===== config.mk =====
export PLATFORM = sky130hd
export DESIGN_NAME = nmr_voter
export DESIGN_NICKNAME = d
export VERILOG_FILES = /design/src/rtl/nmr_voter.sv
export SDC_FILE = /design/constraint.sdc
export NUM_CORES = 1
export LEC_CHECK = 0
export ABC_AREA = 1
export CORE_UTILIZATION = 56
export DETAILED_ROUTE_END_ITERATION = 10
export PLACE_DENSITY = 0.89
export SYNTH_ARGS = -nofsm -noshare
export SYNTH_HDL_FRONTEND = slang
export SYNTH_SLANG_ARGS = --single-unit

===== constraint.sdc =====
create_clock -name clk -period 6.82 [get_ports clk]
set_input_delay 0.682 -clock clk [delete_from_list [all_inputs] [get_ports clk]]
set_output_delay 0.682 -clock clk [all_outputs]
set_load 0.05 [all_outputs]

===== src/rtl/nmr_voter.sv =====
// rtl/nmr_voter.sv - registered N-modular-redundancy word voter with per-channel fault masking
// Optional cumulative error counters: define NMR_VOTER_ERRCNT_EN.
module nmr_voter #(
  parameter int N            = 3,
  parameter int W            = 8,
  parameter int FAULT_THRESH = 3,
  parameter int CNT_W        = 8
) (
  input  logic               clk,
  input  logic               rst,
  input  logic               in_valid,
  input  logic [N*W-1:0]     in_data,
  input  logic               clr_fault,
  output logic               out_valid,
  output logic [W-1:0]       out_data,
  output logic               tie,
  output logic [N-1:0]       mismatch,
  output logic [N-1:0]       failed,
  output logic               all_failed,
  output logic [N*CNT_W-1:0] err_cnt
);

  typedef enum logic [1:0] {ST_HEALTHY, ST_SUSPECT, ST_FAILED} state_t;

  state_t         r_state     [N];
  state_t         w_state_nxt [N];
  logic [3:0]     r_cnt       [N];
  logic [3:0]     w_cnt_nxt   [N];
  logic [N-1:0]   w_active;
  logic [N-1:0]   w_failed_nxt;
  logic [N-1:0]   w_mismatch;
  logic [3:0]     w_num_active;
  logic [3:0]     w_ones;
  logic [W-1:0]   w_vote;
  logic           w_tie;

  logic           r_out_valid;
  logic [W-1:0]   r_out_data;
  logic           r_tie;
  logic [N-1:0]   r_mismatch;
  logic           r_all_failed;

  always_comb begin
    for (int k = 0; k < N; k++) begin
      w_active[k] = (r_state[k] != ST_FAILED);
    end
  end

  // Bitwise vote over the active set; an exact tie (including no voters) keeps the old bit.
  always_comb begin
    w_num_active = '0;
    w_ones       = '0;
    w_vote       = '0;
    w_tie        = 1'b0;
    for (int k = 0; k < N; k++) begin
      w_num_active = w_num_active + 4'(w_active[k]);
    end
    for (int b = 0; b < W; b++) begin
      w_ones = '0;
      for (int k = 0; k < N; k++) begin
        w_ones = w_ones + 4'(w_active[k] & in_data[k*W + b]);
      end
      if ({w_ones, 1'b0} > {1'b0, w_num_active}) begin
        w_vote[b] = 1'b1;
      end else if ({w_ones, 1'b0} < {1'b0, w_num_active}) begin
        w_vote[b] = 1'b0;
      end else begin
        w_vote[b] = r_out_data[b];
        w_tie     = 1'b1;
      end
    end
    for (int k = 0; k < N; k++) begin
      w_mismatch[k] = w_active[k] && (in_data[k*W +: W] != w_vote);
    end
  end

  always_comb begin
    for (int k = 0; k < N; k++) begin
      w_state_nxt[k] = r_state[k];
      w_cnt_nxt[k]   = r_cnt[k];
      if (clr_fault) begin
        w_state_nxt[k] = ST_HEALTHY;
        w_cnt_nxt[k]   = '0;
      end else if (in_valid) begin
        case (r_state[k])
          ST_HEALTHY: begin
            if (w_mismatch[k]) begin
              w_cnt_nxt[k]   = 4'd1;
              w_state_nxt[k] = (FAULT_THRESH == 1) ? ST_FAILED : ST_SUSPECT;
            end
          end
          ST_SUSPECT: begin
            if (w_mismatch[k]) begin
              w_cnt_nxt[k] = r_cnt[k] + 4'd1;
              if (r_cnt[k] + 4'd1 == 4'(FAULT_THRESH)) begin
                w_state_nxt[k] = ST_FAILED;
              end
            end else begin
              w_cnt_nxt[k]   = '0;
              w_state_nxt[k] = ST_HEALTHY;
            end
          end
          default: begin
            w_state_nxt[k] = r_state[k];
          end
        endcase
      end
      w_failed_nxt[k] = (w_state_nxt[k] == ST_FAILED);
    end
  end

  always_ff @(posedge clk or posedge rst) begin
    if (rst) begin
      for (int k = 0; k < N; k++) begin
        r_state[k] <= ST_HEALTHY;
        r_cnt[k]   <= '0;
      end
      r_out_valid  <= 1'b0;
      r_out_data   <= '0;
      r_tie        <= 1'b0;
      r_mismatch   <= '0;
      r_all_failed <= 1'b0;
    end else begin
      for (int k = 0; k < N; k++) begin
        r_state[k] <= w_state_nxt[k];
        r_cnt[k]   <= w_cnt_nxt[k];
      end
      r_out_valid  <= in_valid;
      r_all_failed <= &w_failed_nxt;
      if (in_valid) begin
        r_out_data <= w_vote;
        r_tie      <= w_tie;
        r_mismatch <= w_mismatch;
      end
    end
  end

`ifdef NMR_VOTER_ERRCNT_EN
  logic [CNT_W-1:0] r_err [N];

  always_ff @(posedge clk or posedge rst) begin
    if (rst) begin
      for (int k = 0; k < N; k++) begin
        r_err[k] <= '0;
      end
    end else if (in_valid) begin
      for (int k = 0; k < N; k++) begin
        if (w_mismatch[k] && (r_err[k] != {CNT_W{1'b1}})) begin
          r_err[k] <= r_err[k] + 1'b1;
        end
      end
    end
  end

  always_comb begin
    for (int k = 0; k < N; k++) begin
      err_cnt[k*CNT_W +: CNT_W] = r_err[k];
    end
  end
`else
  assign err_cnt = '0;
`endif

  always_comb begin
    for (int k = 0; k < N; k++) begin
      failed[k] = (r_state[k] == ST_FAILED);
    end
  end

  assign out_valid  = r_out_valid;
  assign out_data   = r_out_data;
  assign tie        = r_tie;
  assign mismatch   = r_mismatch;
  assign all_failed = r_all_failed;

endmodule

==> flow_summary.json, run 1 <==
{
  "status": "complete, but fails checks",
  "violations": "design-rule violations",
  "numCtsBuffers": 5,
  "cts_tree": "built",
  "cts_resized": 0,
  "place_area_um2": 3607,
  "cp_cell_sequence": "inv_1 > nor2_1 > inv_1 > fa_1 > inv_1 > ha_1 > nand2_1 > nand2_1 > nand2_1 > nand3_1 > nand2_1 > nand2_1 > nor2_2 > nand2_2 > a21oi_1 > nor2_1 > nand2_1 > nor2_2",
  "postCtsHoldBufs": 0,
  "clock_latency_ns": 0.29,
  "crit_fanout": 9,
  "path_buf_inv": 3,
  "vias_per_cell": 5.434,
  "cpPeakStageDelay_ns": 0.68,
  "fmax_mhz": 268.1,
  "wire_per_inst_um": 13.66,
  "routed_wl_um": 7922,
  "maxCapViolations": 0,
  "netlist_area_um2": 3198,
  "core_area_um2": 5507,
  "grt_use_total_pct": 27.91,
  "worst_slew_pin_slew_ns": 0.8841,
  "final_common_cell": "nand2_1",
  "postSynthCellCount": 461,
  "rsz0062_at_grt": "false",
  "cp.required_ns": 7.00,
  "synth_warnings": 0,
  "fp-row-count": 27,
  "final_cell_mix": "nand2_1, inv_1, nor2_1",
  "worst_setup_path_end_kind": "flip-flop",
  "ios": 69,
  "synthArstFlopShare_pct": 100.0,
  "synth.distinct_cells": 37,
  "grt_pass1_wl_um": 13180,
  "dieArea_um2": 6017,
  "synth-edff-count": 0,
  "clkTransAtPathRegs_ns": 0.07,
  "slew_violations": 0,
  "critPathLaunchType": "flip-flop",
  "relSlewSlack_pct": 40.84,
  "gr-total-overflow": 0,
  "hpwl_um": 5958,
  "min_path_type": "reg -> reg",
  "ys_ff_latch": 32,
  "synth-seq-area-share_pct": 25.04,
  "drc": 2,
  "stdcell_area_um2": 3715,
  "crit_type": "reg -> reg",
  "antenna_found_initial": 0,
  "drtIter0Drc": 184,
  "layout-drive-gt1-share_pct": 8.661,
  "setup_tns_ns": 0,
  "critical_path.most_common_cell": "nand2_1",
  "hold_viol": 0,
  "critPathSlowestCell": "nor2_1",
  "die_h_um": 77.57,
  "cts_setup_buffers": 0,
  "layout-area-overhead-vs-synth_pct": 16.16,
  "period_needed_ns": 3.729,
  "power_leakage_nw": 1.927,
  "fin_crit_sh_pct": 54.68,
  "arrival_ns": 3.91,
  "final_nets": 558,
  "synth_area_per_cell_um2": 6.937,
  "grt_pass1_vias": 3025,
  "gp_congestion": 0.8206,
  "p_per_area_nw_per_um2": 165.8,
  "ant_nets": 0,
  "first_pass_iters": 7,
  "setup_viol": 0,
  "clockBufferDepth": 2,
  "post-route-util_pct": 67.46,
  "grt_max_degree": 33,
  "start_util_pct": 58.08,
  "critical_path.top_delay_family": "simple AND/OR/NAND/NOR gates",
  "synth_ff_type": "dfrtp_1",
  "die_x_um": 77.57,
  "diodes": 0,
  "h-tree-depth": 2,
  "num-fill-cells": 488,
  "peakVddDrop_v": 0.0001462,
  "vias": 3152,
  "io_buffers": 44,
  "finClkSkew_ns": 0.01258,
  "p_total_w": 0.0006158,
  "root_buffer": "clkbuf_8",
  "clock-sinks": 32
}
stage by stage:
| stage | hold WS [ns] | std cells | setup WS, ns |
|---|---|---|---|
| after floorplan | 0.4672 | 484 | 3.266 |
| after global placement | 0.4720 | 572 | 3.352 |
| after detailed placement | 0.4769 | 572 | 3.205 |
| after CTS | 0.4911 | 580 | 3.144 |
| after global routing | 0.5479 | 580 | 2.871 |
| final | 0.4853 | 580 | 3.091 |
cell type report:
class                   count  area (um^2)  share of cell area, %
repair buffers             45        447.9                  12.06
clock inverters             2        35.03                 0.9431
clock buffers               6        72.57                  1.954
well taps                  72        90.09                  2.425
inverters                  64        242.7                  6.534
multi-input cells         359         2026                  54.53
flip-flops and latches     32        800.8                  21.56
where the power goes:
part / switching (W) / internal [W] / total, W
logic: 0.000148 / 0.0000681 / 0.000216
registers: 0.0000123 / 0.000202 / 0.000214
clock network: 0.0000770 / 0.000108 / 0.000185
total: 0.000237 / 0.000379 / 0.000616
kinds of logic (layout without fill, tap and decap cells):
kind of cell	Yosys count	after routing	synth area share [%]
AND/OR/NAND/NOR	281	281	43.47
adder cells (fa/ha/maj)	23	23	11.11
other	1	24	0.1173
AO/OA/AOI/OAI	25	25	4.304
buffers and inverters	93	117	14.32
XOR/XNOR	6	6	1.643
flip-flops	32	32	25.04
worst paths after layout:
check	from	end	slack [ns]	cells past startpoint
worst min register to register	tie	tie	0.49	2
worst min-delay path	tie	tie	0.49	2
min in group asynchronous	rst	r_state[2]	0.78	3
max in group asynchronous	rst	out_valid	5.72	3
worst max-delay path	r_state[1]	all_failed	3.09	18
worst max register to register	r_state[1]	all_failed	3.09	18
worst min-delay path, cell delays in order (launching register included):
cell and delay, ns:
dfrtp_1 0.34, o21ai_0 0.07, inv_1 0.04
cells in the mapped netlist (3+ instances only):
library cell    n  area (um^2)
nand2_1       128        480.5
inv_1          58        217.7
nor2_1         47        176.4
nand3_1        46        230.2
dfrtp_1        32        800.8
buf_4          24        180.2
nand4_1        19        118.9
ha_1           14        175.2
o21ai_0        13        65.06
nand2_2        10        62.56
fa_1            9        180.2
a21oi_1         6        30.03
nor2_2          5        31.28
nor3_1          5        25.02
clkbuf_1        4        15.01
nand3_2         4        40.04
nand3_4         4        70.07
xor2_1          4        35.03
inv_2           3        11.26
nand2_4         3        33.78
nand3b_1        3        22.52
state kept, by name, summed over array words and instances (netlist names):
signal,cells
r_cnt,12
out_data,8
r_state,6
mismatch,3
all_failed,1
out_valid,1
tie,1
metal layers:
| layer | wire length [um] | global-route usage (%) |
|---|---|---|
| met1 | 3158 | 32.91 |
| met2 | 3887 | 48.94 |
| met3 | 603 | 5.765 |
| met4 | 273 | 11.70 |
| met5 | 0 | 0 |
Note: power is estimated with default switching activity, not from simulation.
==> run 2, diff against run 1 <==
--- a/config.mk
+++ b/config.mk
@@ -6,9 +6,9 @@
 export NUM_CORES = 1
 export LEC_CHECK = 0
 export ABC_AREA = 1
-export CORE_UTILIZATION = 56
+export CORE_UTILIZATION = 47
 export DETAILED_ROUTE_END_ITERATION = 10
-export PLACE_DENSITY = 0.89
+export PLACE_DENSITY = 0.8
 export SYNTH_ARGS = -nofsm -noshare
 export SYNTH_HDL_FRONTEND = slang
 export SYNTH_SLANG_ARGS = --single-unit
==> constraint.sdc (replaced) <==
create_clock -name clk -period 3.26 [get_ports clk]
set_input_delay 0.326 -clock clk [delete_from_list [all_inputs] [get_ports clk]]
set_output_delay 0.326 -clock clk [all_outputs]
set_load 0.05 [all_outputs]
==> flow_summary.json, run 2 (same netlist as run 1, synthesis figures left out) <==
{
  "status": "complete, but fails checks",
  "violations": "design-rule violations",
  "fin_cells": 592,
  "core_area_um2": 6459,
  "drc": 6,
  "setup_viol": 0,
  "fin_crit_sh_pct": 92.65,
  "gp_congestion": 0.8898,
  "relSlewSlack_pct": 66.27,
  "critPathLaunchType": "flip-flop",
  "crit_fanout": 8,
  "first_pass_iters": 8,
  "largest_register_ffs": 12,
  "p_per_area_nw_per_um2": 316.7,
  "peakVddDrop_v": 0.0001888,
  "antenna_found_initial": 0,
  "grt_pass1_wl_um": 13250,
  "timing.hold.ws_ns": 0.4412,
  "root_buffer": "clkbuf_8",
  "clkTransAtPathRegs_ns": 0.07,
  "worst_slew_pin_slew_ns": 0.5043,
  "start_util_pct": 49.52,
  "wire_per_inst_um": 13.45,
  "clock-sinks": 32,
  "min_path_type": "in -> async",
  "die_x_um": 84.49,
  "clockBufferDepth": 2,
  "postCtsHoldBufs": 0,
  "grt_pass1_vias": 2964,
  "final_common_cell": "nand2_1",
  "dp_cells": 584,
  "ios": 69,
  "crit_type": "reg -> reg",
  "layout-drive-gt1-share_pct": 11.07,
  "finClkSkew_ns": 0.005038,
  "place_area_um2": 3686,
  "vias": 3104,
  "slew_violations": 0,
  "routed_wl_um": 7963,
  "grt_use_total_pct": 23.23,
  "final_nets": 566,
  "vias_per_cell": 5.243,
  "layout-area-overhead-vs-synth_pct": 18.31,
  "maxCapViolations": 0,
  "hold_viol": 0,
  "arrival_ns": 3.24,
  "cts_tree": "built",
  "diodes": 0,
  "die_h_um": 84.49,
  "hpwl_um": 6309,
  "cp.required_ns": 3.48,
  "regMostFlops": "r_cnt",
  "fmax_mhz": 331.1,
  "worst_setup_path_end_kind": "flip-flop",
  "numCtsBuffers": 5,
  "stdcell_area_um2": 3784,
  "period_needed_ns": 3.020,
  "power_leakage_nw": 1.956,
  "drtIter0Drc": 241,
  "grt_max_degree": 33,
  "gr-total-overflow": 0,
  "fp-row-count": 29,
  "h-tree-depth": 2,
  "final_cell_mix": "nand2_1, inv_1, nand3_1",
  "clock_latency_ns": 0.28,
  "ant_nets": 0,
  "io_buffers": 44,
  "dieArea_um2": 7139
}
## run 2: timing repair
action	in CTS	in global routing
setup buffers	0	1
resized for setup	0	4
endpoints found under the setup margin	0	6
## run 2: where the power goes
part           leakage, nW  switching [W]  total (W)  internal, W
logic                 1.51       0.000312   0.000458     0.000146
registers            0.408      0.0000266   0.000449     0.000423
clock network       0.0410       0.000146   0.000291     0.000145
total                 1.96       0.000485    0.00120     0.000714
## run 2: final timing paths
path / start / endpoint / slack (ns) / cells after the start
hold reg to reg: mismatch[1] / mismatch[1] / 0.50 / 2
setup reg to reg: r_state[3] / all_failed / 0.24 / 20
max in group asynchronous: rst / r_cnt[9] / 2.50 / 3
setup / recovery: r_state[3] / all_failed / 0.24 / 20
min in group clk: mismatch[1] / mismatch[1] / 0.50 / 2
hold / removal: rst / r_cnt[1] / 0.44 / 3
## run 2: metal layers
layer  global-route usage (%)  up-vias  part of all wire [%]
met5                        0        -                     0
met4                    6.626        0                   1.4
met3                    3.933       13                   6.5
met2                    39.32      120                    47
met1                    30.65     1437                    45
li1                         -     1534                     -
## run 2: critical path: stages, from the launching register on
cell,delay [ns]
dfrtp_1,0.38
inv_1,0.16
nor2_2,0.06
buf_4,0.17
nor2_1,0.12
fa_1,0.43
ha_2,0.43
inv_2,0.04
nor2_1,0.12
nand3_2,0.12
nand3_1,0.09
nand2_1,0.08
inv_2,0.06
nand2_1,0.05
nor2_2,0.10
nand2_2,0.09
nand2_2,0.08
nand2_1,0.05
nor2_1,0.15
nand2_1,0.08
nor2_2,0.07
## run 2: area by class of cell
class,instances,area (um^2)
Clock buffer,6,72.57
Sequential cell,32,800.8
Clock inverter,1,5.005
Tap cell,77,96.34
Inverter,64,242.7
Timing Repair Buffer,53,520.5
Multi-Input combinational cell,359,2046
Fill cell,588,2675
## run 2: metrics by stage
step / setup slack (ns) / setup TNS (ns) / utilization (%) / power, W
2_1_floorplan: 0.07915 / 0 / - / 0.0008017
3_3_place_gp: 0.1848 / 0 / 57.07 / 0.0008955
3_5_place_dp: 0.07638 / 0 / 57.07 / 0.0009086
4_1_cts: 0.2209 / 0 / 58.27 / 0.001202
5_1_grt: -0.02846 / -0.02846 / 58.58 / 0.001264
6_report: 0.2397 / 0 / 58.58 / 0.001198
